<file path="config.mk">
export PLATFORM = sky130hd
export DESIGN_NAME = intc_vector_dispatch
export DESIGN_NICKNAME = d
export VERILOG_FILES = /design/src/rtl/intc_pkg.sv /design/src/rtl/intc_priority_encoder.sv /design/src/rtl/intc_vector_dispatch.sv
export SDC_FILE = /design/constraint.sdc
export NUM_CORES = 1
export LEC_CHECK = 0
export ABC_CLOCK_PERIOD_IN_PS = 1900
export BUFFER_PORTS_ARGS = -buffer_cell sky130_fd_sc_hd__buf_2
export CAP_MARGIN = 20
export CORE_MARGIN = 2
export CORE_UTILIZATION = 39
export DETAILED_ROUTE_END_ITERATION = 6
export PLACE_DENSITY = 0.59
export SYNTH_ARGS = -nofsm -noshare
export SYNTH_HDL_FRONTEND = slang
export SYNTH_SLANG_ARGS = --single-unit
export TNS_END_PERCENT = 20
</file>
<file path="constraint.sdc">
create_clock -name clk -period 1.9 [get_ports clk]
set_clock_uncertainty 0.05 [all_clocks]
set_input_delay 0.285 -clock clk [delete_from_list [all_inputs] [get_ports clk]]
set_output_delay 0.285 -clock clk [all_outputs]
set_load 0.01 [all_outputs]
</file>
<file path="src/rtl/intc_pkg.sv">
// Shared types and sizes for the interrupt controller (ISR config decoder and vector dispatch).
package intc_pkg;

    localparam int unsigned NUM_IRQ   = 4;
    localparam int unsigned ADDR_W    = 32;
    localparam int unsigned ISR_SEL_W = 2;

    localparam logic [ADDR_W-1:0] ISR_ADDR_RST = '0;

    typedef enum logic [1:0] {
        IDLE    = 2'd0,
        REQ     = 2'd1,
        SERVICE = 2'd2
    } state_t;

endpackage

</file>
<file path="src/rtl/intc_priority_encoder.sv">
// Fixed-priority picker over eligible interrupt sources; lowest index wins.
module intc_priority_encoder
    import intc_pkg::*;
(
    input  logic [NUM_IRQ-1:0]   eligible_i,
    output logic                 any_c_o,
    output logic [ISR_SEL_W-1:0] id_c_o
);

    // Scan from the top down so the lowest set index is written last.
    always_comb begin
        any_c_o = 1'b0;
        id_c_o  = '0;
        for (int i = NUM_IRQ - 1; i >= 0; i--) begin
            if (eligible_i[i]) begin
                any_c_o = 1'b1;
                id_c_o  = ISR_SEL_W'(i);
            end
        end
    end

endmodule

</file>
<file path="src/rtl/intc_vector_dispatch.sv">
// Vector file, edge-latched pending requests and the REQ/ACK/EOI dispatch handshake to the CPU.
module intc_vector_dispatch
    import intc_pkg::*;
(
    input  logic                 clk,
    input  logic                 rst_n,
    input  logic                 cfg_we,
    input  logic [ISR_SEL_W-1:0] cfg_select,
    input  logic [ADDR_W-1:0]    cfg_data,
    input  logic [NUM_IRQ-1:0]   irq_in,
    output logic                 cpu_intr,
    output logic [ADDR_W-1:0]    isr_addr,
    output logic [ISR_SEL_W-1:0] irq_id,
    input  logic                 cpu_ack,
    input  logic                 cpu_eoi,
    output logic [NUM_IRQ-1:0]   irq_pending,
    output logic [NUM_IRQ-1:0]   vec_valid
);

    state_t                 state_q;
    logic                   cpu_intr_q;
    logic [ADDR_W-1:0]      isr_addr_q;
    logic [ISR_SEL_W-1:0]   irq_id_q;
    logic [NUM_IRQ-1:0]     irq_q;
    logic [NUM_IRQ-1:0]     pending_q;
    logic [NUM_IRQ-1:0]     pending_d;
    logic [NUM_IRQ-1:0]     vec_valid_q;
    logic [ADDR_W-1:0]      vec_q [NUM_IRQ];

    logic [NUM_IRQ-1:0]     edge_c;
    logic [NUM_IRQ-1:0]     ack_clr_c;
    logic                   any_c;
    logic [ISR_SEL_W-1:0]   win_id_c;

    assign edge_c = irq_in & ~irq_q;

    // A fresh edge on the acked source outranks the clear.
    always_comb begin
        ack_clr_c = '0;
        if (state_q == REQ && cpu_ack) begin
            ack_clr_c[irq_id_q] = 1'b1;
        end
        pending_d = (pending_q & ~ack_clr_c) | edge_c;
    end

    intc_priority_encoder u_prio (
        .eligible_i (pending_q & vec_valid_q),
        .any_c_o    (any_c),
        .id_c_o     (win_id_c)
    );

    always_ff @(posedge clk or negedge rst_n) begin
        if (!rst_n) begin
            irq_q       <= '0;
            pending_q   <= '0;
            vec_valid_q <= '0;
            for (int i = 0; i < int'(NUM_IRQ); i++) begin
                vec_q[i] <= '0;
            end
        end else begin
            irq_q     <= irq_in;
            pending_q <= pending_d;
            if (cfg_we) begin
                vec_q[cfg_select]       <= cfg_data;
                vec_valid_q[cfg_select] <= 1'b1;
            end
        end
    end

    // Dispatch FSM; isr_addr snapshots the vector at dispatch so later writes don't disturb it.
    always_ff @(posedge clk or negedge rst_n) begin
        if (!rst_n) begin
            state_q    <= IDLE;
            cpu_intr_q <= 1'b0;
            isr_addr_q <= ISR_ADDR_RST;
            irq_id_q   <= '0;
        end else begin
            case (state_q)
                IDLE: begin
                    if (any_c) begin
                        state_q    <= REQ;
                        cpu_intr_q <= 1'b1;
                        irq_id_q   <= win_id_c;
                        isr_addr_q <= vec_q[win_id_c];
                    end
                end
                REQ: begin
                    if (cpu_ack) begin
                        state_q    <= SERVICE;
                        cpu_intr_q <= 1'b0;
                    end
                end
                SERVICE: begin
                    if (cpu_eoi) begin
                        state_q <= IDLE;
                    end
                end
                default: begin
                    state_q    <= IDLE;
                    cpu_intr_q <= 1'b0;
                end
            endcase
        end
    end

    assign cpu_intr    = cpu_intr_q;
    assign isr_addr    = isr_addr_q;
    assign irq_id      = irq_id_q;
    assign irq_pending = pending_q;
    assign vec_valid   = vec_valid_q;

endmodule

</file>
==> results.yml, run 1 <==
clock_tree:
  htree_levels: 4
  clk_latency_ns: 0.42
  postCtsSetupBuffers: 0
  clkTransAtPathRegs_ns: 0.07
  cts_tree: "done"
  clockBufferDepth: 2
  cts_made_buffers: 17
  cts_sinks: 177
  cts_root_buf: "clkbuf_16"
place:
  place.gp.congestion: 0.783
  io_buffers: 85
  dpl.hpwl_mm: 11.0
  place_inst: 879
pwr:
  vdd_drop_max_mv: 0.679
  power.leakage_nw: 3.93
  power_density_nw_per_um2: 1380
  finalPower_mw: 12.4
logic_synthesis:
  syn_area_per_cell_um2: 13.6
  synthCells: 551
  synth-seq-cells: 177
  synth_cell_types: 36
  synth_area_um2: 7510
  synth.net_count: 594
  yosys_warnings: 0
  yosysSeqAreaShare_pct: 59.0
grt:
  track_usage_pct: 19.0
  grt_pass1_wl_mm: 29.6
  grt_max_degree: 53
  antenna_found_initial: 1
  grt-ovfl-total: 0
  grt_pass1_vias: 5378
setup_path:
  reg2reg_from: "vec_valid[0]$_DFFE_PN0P_"
  timing.rr.end: "isr_addr[19]$_DFFE_PN0P_"
  worst_r2r_path_depth: 5
  crit_type: "reg2reg"
  required_ns: 2.15
  arrival_ns: 1.92
  ff2ff_setup_slack_ns: 0.23
  critPathCaptureType: "flop"
  critPathMaxFanout: 20
  startpoint_type: "flop"
final_layout:
  layout-drive-gt1-share_pct: 42.2
  seq_area_um2: 4430
  instances_no_fill: 916
  mostFrequentLayoutCell: "dfrtp_1"
  n_fill_cell: 1653
  nets: 686
  area_growth_pct: 19.7
  antenna_cells: 0
  final_cell_mix: "177 x dfrtp_1, 125 x mux2_2, 84 x buf_2"
  multi_input_area_um2: 2870
floorplanning:
  fp.dieH_um: 143
  io_pins: 86
  initial_core_util_pct: 39.9
  placementRows: 50
  coreArea_um2: 18800
  die_area_um2: 20400
  die_x_um: 143
sta:
  layout_min_cycle_time_ns: 1.67
  hold_viol: 0
  tightest_slew_ns: 0.353
  max_slew_margin_pct: 76.5
  finalMaxSlewViolations: 0
  max_freq_mhz: 598
  post-route-period-util_pct: 88.0
  finalSetupTns_ns: 0
  hold_ws_ns: 0.0441
  setup_viol: 0
  rsz0062_at_grt: "false"
min_path:
  min_path_cells: 2
  min_to: "state_q[0]$_DFFE_PN0P_"
  min_from: "cpu_ack"
  hold_path.class: "in2reg"
detailed_routing:
  drt_pass1_iterations: 4
  wirelength_mm: 18.2
  drt_iter0_markers: 269
  drc_errors: 0
  vias: 4928
  ant_nets: 0
  wire_per_inst_um: 19.9
  avgViaCountPerCell: 5.38
run_status:
  status: "finished clean"
run:
  cap_violations: 0
==> worst max path at each step <==
stage	from	to	slack, ns
floorplan	vec_valid[0]$_DFFE_PN0P_	isr_addr[30]$_DFFE_PN0P_	0.37
global placement	vec_valid[0]$_DFFE_PN0P_	isr_addr[13]$_DFFE_PN0P_	0.28
detailed placement	vec_valid[0]$_DFFE_PN0P_	isr_addr[19]$_DFFE_PN0P_	0.23
finish	vec_valid[0]$_DFFE_PN0P_	isr_addr[19]$_DFFE_PN0P_	0.23
CTS	irq_pending[2]$_DFF_PN0_	isr_addr[20]$_DFFE_PN0P_	0.22
global route	irq_pending[1]$_DFF_PN0_	isr_addr[15]$_DFFE_PN0P_	0.1
==> timing repair <==
item                      4_1_cts  5_1_grt
hold buffers                    5        0
hold endpoints to repair       30        0
resized for setup               0        0
==> registers in the layout (all words and copies together), names as in the netlist <==
register and flops:
vec_q 128, isr_addr 32, irq_pending 4, irq_q 4
vec_valid 4, irq_id 2, state_q 2, cpu_intr 1
==> where the power goes <==
part	internal (mW)	switching (mW)	total, mW
sequential	4.73	0.646	5.38
clock	2.12	1.46	3.58
combinational	1.62	1.84	3.47
==> Yosys cell counts, drive strengths merged <==
library cell	number	area (um^2)
nand3	5	25.0
nor3	1	5.00
dfrtp	177	4430
nor3b	1	12.5
o31ai	33	248
a21oi	3	15.0
o221a	1	11.3
mux2	128	1440
o21ai	7	38.8
inv	5	18.8
clkbuf	5	18.8
and3b	1	8.76
nor2	2	7.51
o221ai	31	334
nand4	1	12.5
o22ai	31	194
buf	30	208
nand2	39	146
a22o	4	36.3
and2	1	8.76
or2b	3	22.5
nand3b	3	22.5
or2	2	12.5
nand2b	32	200
a21o	1	7.51
a31oi	1	6.26
a211oi	2	15.0
a22oi	1	7.51
==> cells by family (layout without fill, tap and decap cells) <==
kind of cell,Yosys count,after routing,share of synthesized area [%]
flops,177,177,59.0
buf+inv,40,145,3.26
simple gates,91,91,6.44
compound gates,115,115,12.2
mux,128,128,19.2
==> cell type report <==
type | instances | share of cell area (%)
multi-input cells | 334 | 31.9
flip-flops and latches | 177 | 49.2
clock inverters | 11 | 1.67
repair buffers | 108 | 8.39
clock buffers | 21 | 5.01
inverters | 5 | 0.209
well taps | 260 | 3.62
==> routing by layer <==
layer / share of wire (%) / routed length, um / vias up / global-route usage [%]
met1: 46 / 8310 / 2544 / 25.4
met3: 4.3 / 778 / 16 / 4.19
li1: - / - / 2249 / -
met4: 1.1 / 193 / 2 / 4.95
met2: 49 / 8920 / 117 / 31.5
met5: 0.071 / 13 / - / 0
==> worst max-delay path, stage by stage, from the launching register on <==
cell and delay [ns]:
dfrtp_1 0.42, and2_4 0.18, or2_2 0.32, buf_4 0.25, o221ai_1 0.23, o31ai_1 0.10
==> through the flow <==
| stage | setup slack, ns | instance area [um^2] | utilization [%] |
|---|---|---|---|
| 2_1_floorplan | 0.374 | 7510 | - |
| 3_3_place_gp | 0.276 | 8350 | 44.3 |
| 3_5_place_dp | 0.231 | 8350 | 44.3 |
| 4_1_cts | 0.222 | 9000 | 47.8 |
| 5_1_grt | 0.0981 | 9000 | 47.8 |
| 6_report | 0.229 | 9000 | 47.8 |
Power figures use the tool's default switching activity.
==> run 2: changes to the inputs <==
ABC_AREA = 1   (was default)
==> results.yml, run 2 <==
final_layout:
  final_cell_mix: "334 x nand2_1, 177 x dfrtp_1, 174 x inv_1"
  mostFrequentLayoutCell: "nand2_1"
  largest_register_ffs: 128
  instances_no_fill: 1389
  antenna_cells: 0
  layout-drive-gt1-share_pct: 13.7
  nets: 1149
  top_register: "vec_q"
  seq_area_um2: 4430
  n_fill_cell: 2071
  multi_input_area_um2: 2720
  area_growth_pct: 17.4
detailed_routing:
  vias: 6509
  drt_iter0_markers: 417
  drc_errors: 0
  wire_per_inst_um: 13.9
  wirelength_mm: 19.4
  ant_nets: 0
  avgViaCountPerCell: 4.69
  drt_pass1_iterations: 5
clock_tree:
  htree_levels: 4
  clkTransAtPathRegs_ns: 0.06
  clk_latency_ns: 0.43
  cts_root_buf: "clkbuf_16"
  cts_made_buffers: 17
  cts_sinks: 177
  postCtsSetupBuffers: 0
  cts_tree: "done"
  clockBufferDepth: 2
sta:
  layout_min_cycle_time_ns: 1.66
  setup_viol: 0
  max_freq_mhz: 604
  hold_viol: 0
  rsz0062_at_grt: "false"
  max_slew_margin_pct: 64.2
  finalSetupTns_ns: 0
  finalMaxSlewViolations: 0
  post-route-period-util_pct: 87.2
  tightest_slew_ns: 0.537
floorplanning:
  placementRows: 52
  fp.dieH_um: 148
  die_x_um: 148
  io_pins: 86
  coreArea_um2: 20400
  initial_core_util_pct: 39.9
  die_area_um2: 22000
logic_synthesis:
  synth_cell_types: 17
  yosys-top-cells-area: "dfrtp_1 55%, nand2_1 16%, o21ai_0 8.6%, inv_1 8.0%, nand3_1 8.0%"
  netlist_top_cells_count: "337 x nand2_1, 177 x dfrtp_1, 174 x inv_1"
  synth_flop_cell: "dfrtp_1"
  synth_area_um2: 8120
  synth_edf_count: 0
  synth.net_count: 1077
  syn_area_per_cell_um2: 7.86
  synth_area_leader_cell: "dfrtp_1"
  synth.most_common_cell: "nand2_1"
  async_flop_share_pct: 100
  synthCells: 1034
  synth-seq-cells: 177
  synth_top_cell_area_share_pct: 54.5
  yosys_warnings: 0
  yosysSeqAreaShare_pct: 54.5
setup_path:
  crit_type: "reg2reg"
  ff2ff_setup_slack_ns: 0.24
  arrival_ns: 1.97
  critPathMaxFanout: 65
  worst_r2r_path_depth: 9
  startpoint_type: "flop"
  critPathCaptureType: "flop"
  reg2reg_from: "vec_valid[0]$_DFFE_PN0P_"
  required_ns: 2.21
  timing.rr.end: "isr_addr[22]$_DFFE_PN0P_"
place:
  place_inst: 1351
  dpl.hpwl_mm: 11.6
  io_buffers: 85
  place.gp.congestion: 0.738
grt:
  grt-ovfl-total: 0
  grt_pass1_wl_mm: 32.8
  grt_pass1_vias: 6356
  grt_max_degree: 66
  antenna_found_initial: 0
  track_usage_pct: 18.8
run_status:
  status: "finished clean"
min_path:
  min_path_cells: 2
  hold_path.class: "in2reg"
  min_to: "state_q[0]$_DFFE_PN0P_"
  min_from: "cpu_ack"
pwr:
  power.leakage_nw: 5.20
  vdd_drop_max_mv: 0.637
  power_density_nw_per_um2: 1360
run:
  cap_violations: 0
==> run 2: changes by cell type after synthesis, moves of 6 or more <==
cell	previous run	this run
mux2_2	125	0
nand3_1	5	130
o21ai_0	6	140
nand2_1	39	337
buf_2	19	25
o221ai_1	21	0
o31ai_1	33	1
o221ai_2	10	0
nand2b_1	32	0
inv_1	5	174
clkbuf_1	5	19
o22ai_1	31	0
==> run 2: worst max-delay path by stage <==
| stage | start | end | slack [ns] | cells after the start |
|---|---|---|---|---|
| after global routing | vec_valid[1]$_DFFE_PN0P_ | isr_addr[13]$_DFFE_PN0P_ | 0.08 | 8 |
| after CTS | vec_valid[1]$_DFFE_PN0P_ | isr_addr[7]$_DFFE_PN0P_ | 0.14 | 8 |
| after detailed placement | vec_valid[1]$_DFFE_PN0P_ | isr_addr[1]$_DFFE_PN0P_ | 0.17 | 8 |
| after floorplan | vec_valid[0]$_DFFE_PN0P_ | isr_addr[11]$_DFFE_PN0P_ | 0.49 | 9 |
| final | vec_valid[0]$_DFFE_PN0P_ | isr_addr[22]$_DFFE_PN0P_ | 0.24 | 9 |
| after global placement | vec_valid[1]$_DFFE_PN0P_ | isr_addr[8]$_DFFE_PN0P_ | 0.16 | 8 |
==> run 2: cell type report <==
type / count / area share, %
multi-input cells: 619 / 28.5
clock buffers: 21 / 4.83
flip-flops and latches: 177 / 46.5
repair buffers: 115 / 8.27
inverters: 176 / 6.95
clock inverters: 11 / 1.43
well taps: 270 / 3.54
==> run 2: cells by family (layout without fill, tap and decap cells) <==
logic type	Yosys count	count (layout)	share of synthesized area (%)
simple gates	476	476	24.1
compound gates	143	143	9.03
flops	177	177	54.5
buf+inv	238	323	12.3
==> run 2: critical path, stage by stage (launching register included) <==
cell,delay (ns)
dfrtp_1,0.40
nand2_2,0.10
buf_12,0.27
nand2_2,0.15
buf_12,0.20
nand2_1,0.08
nand3_1,0.07
nand2_1,0.08
nand2_1,0.05
nand2_1,0.06
==> run 2: metal layers <==
layer,GRT usage [%],wire length (um),vias up
met3,3.68,695,11
met2,31.6,9210,108
met5,0,0,-
li1,-,-,3318
met4,4.38,174,0
met1,25.4,9300,3072
==> run 2: metrics by stage <==
step | total power, mW | hold slack [ns] | area [um^2] | utilization, % | setup WS [ns]
2_1_floorplan | 8.07 | -0.0606 | 8120 | - | 0.487
3_3_place_gp | 9.41 | 0.245 | 8870 | 43.6 | 0.160
3_5_place_dp | 9.46 | 0.240 | 8870 | 43.6 | 0.168
4_1_cts | 13.1 | 0.0328 | 9530 | 46.8 | 0.136
5_1_grt | 13.9 | 0.0639 | 9540 | 46.8 | 0.0795
6_report | 12.9 | 0.0385 | 9540 | 46.8 | 0.244
==> run 2: power breakdown <==
part / switching, mW / internal [mW] / leakage (nW)
Sequential: 0.489 / 4.61 / 2.18
Combinational: 2.71 / 1.55 / 2.72
Clock: 1.44 / 2.13 / 0.296
Total: 4.64 / 8.28 / 5.20
==> run 2: repair_timing <==
item / CTS / global route
hold buffers: 6 / 0
resized for setup: 0 / 3
hold endpoints to repair: 53 / 0
setup endpoints to repair: 0 / 8
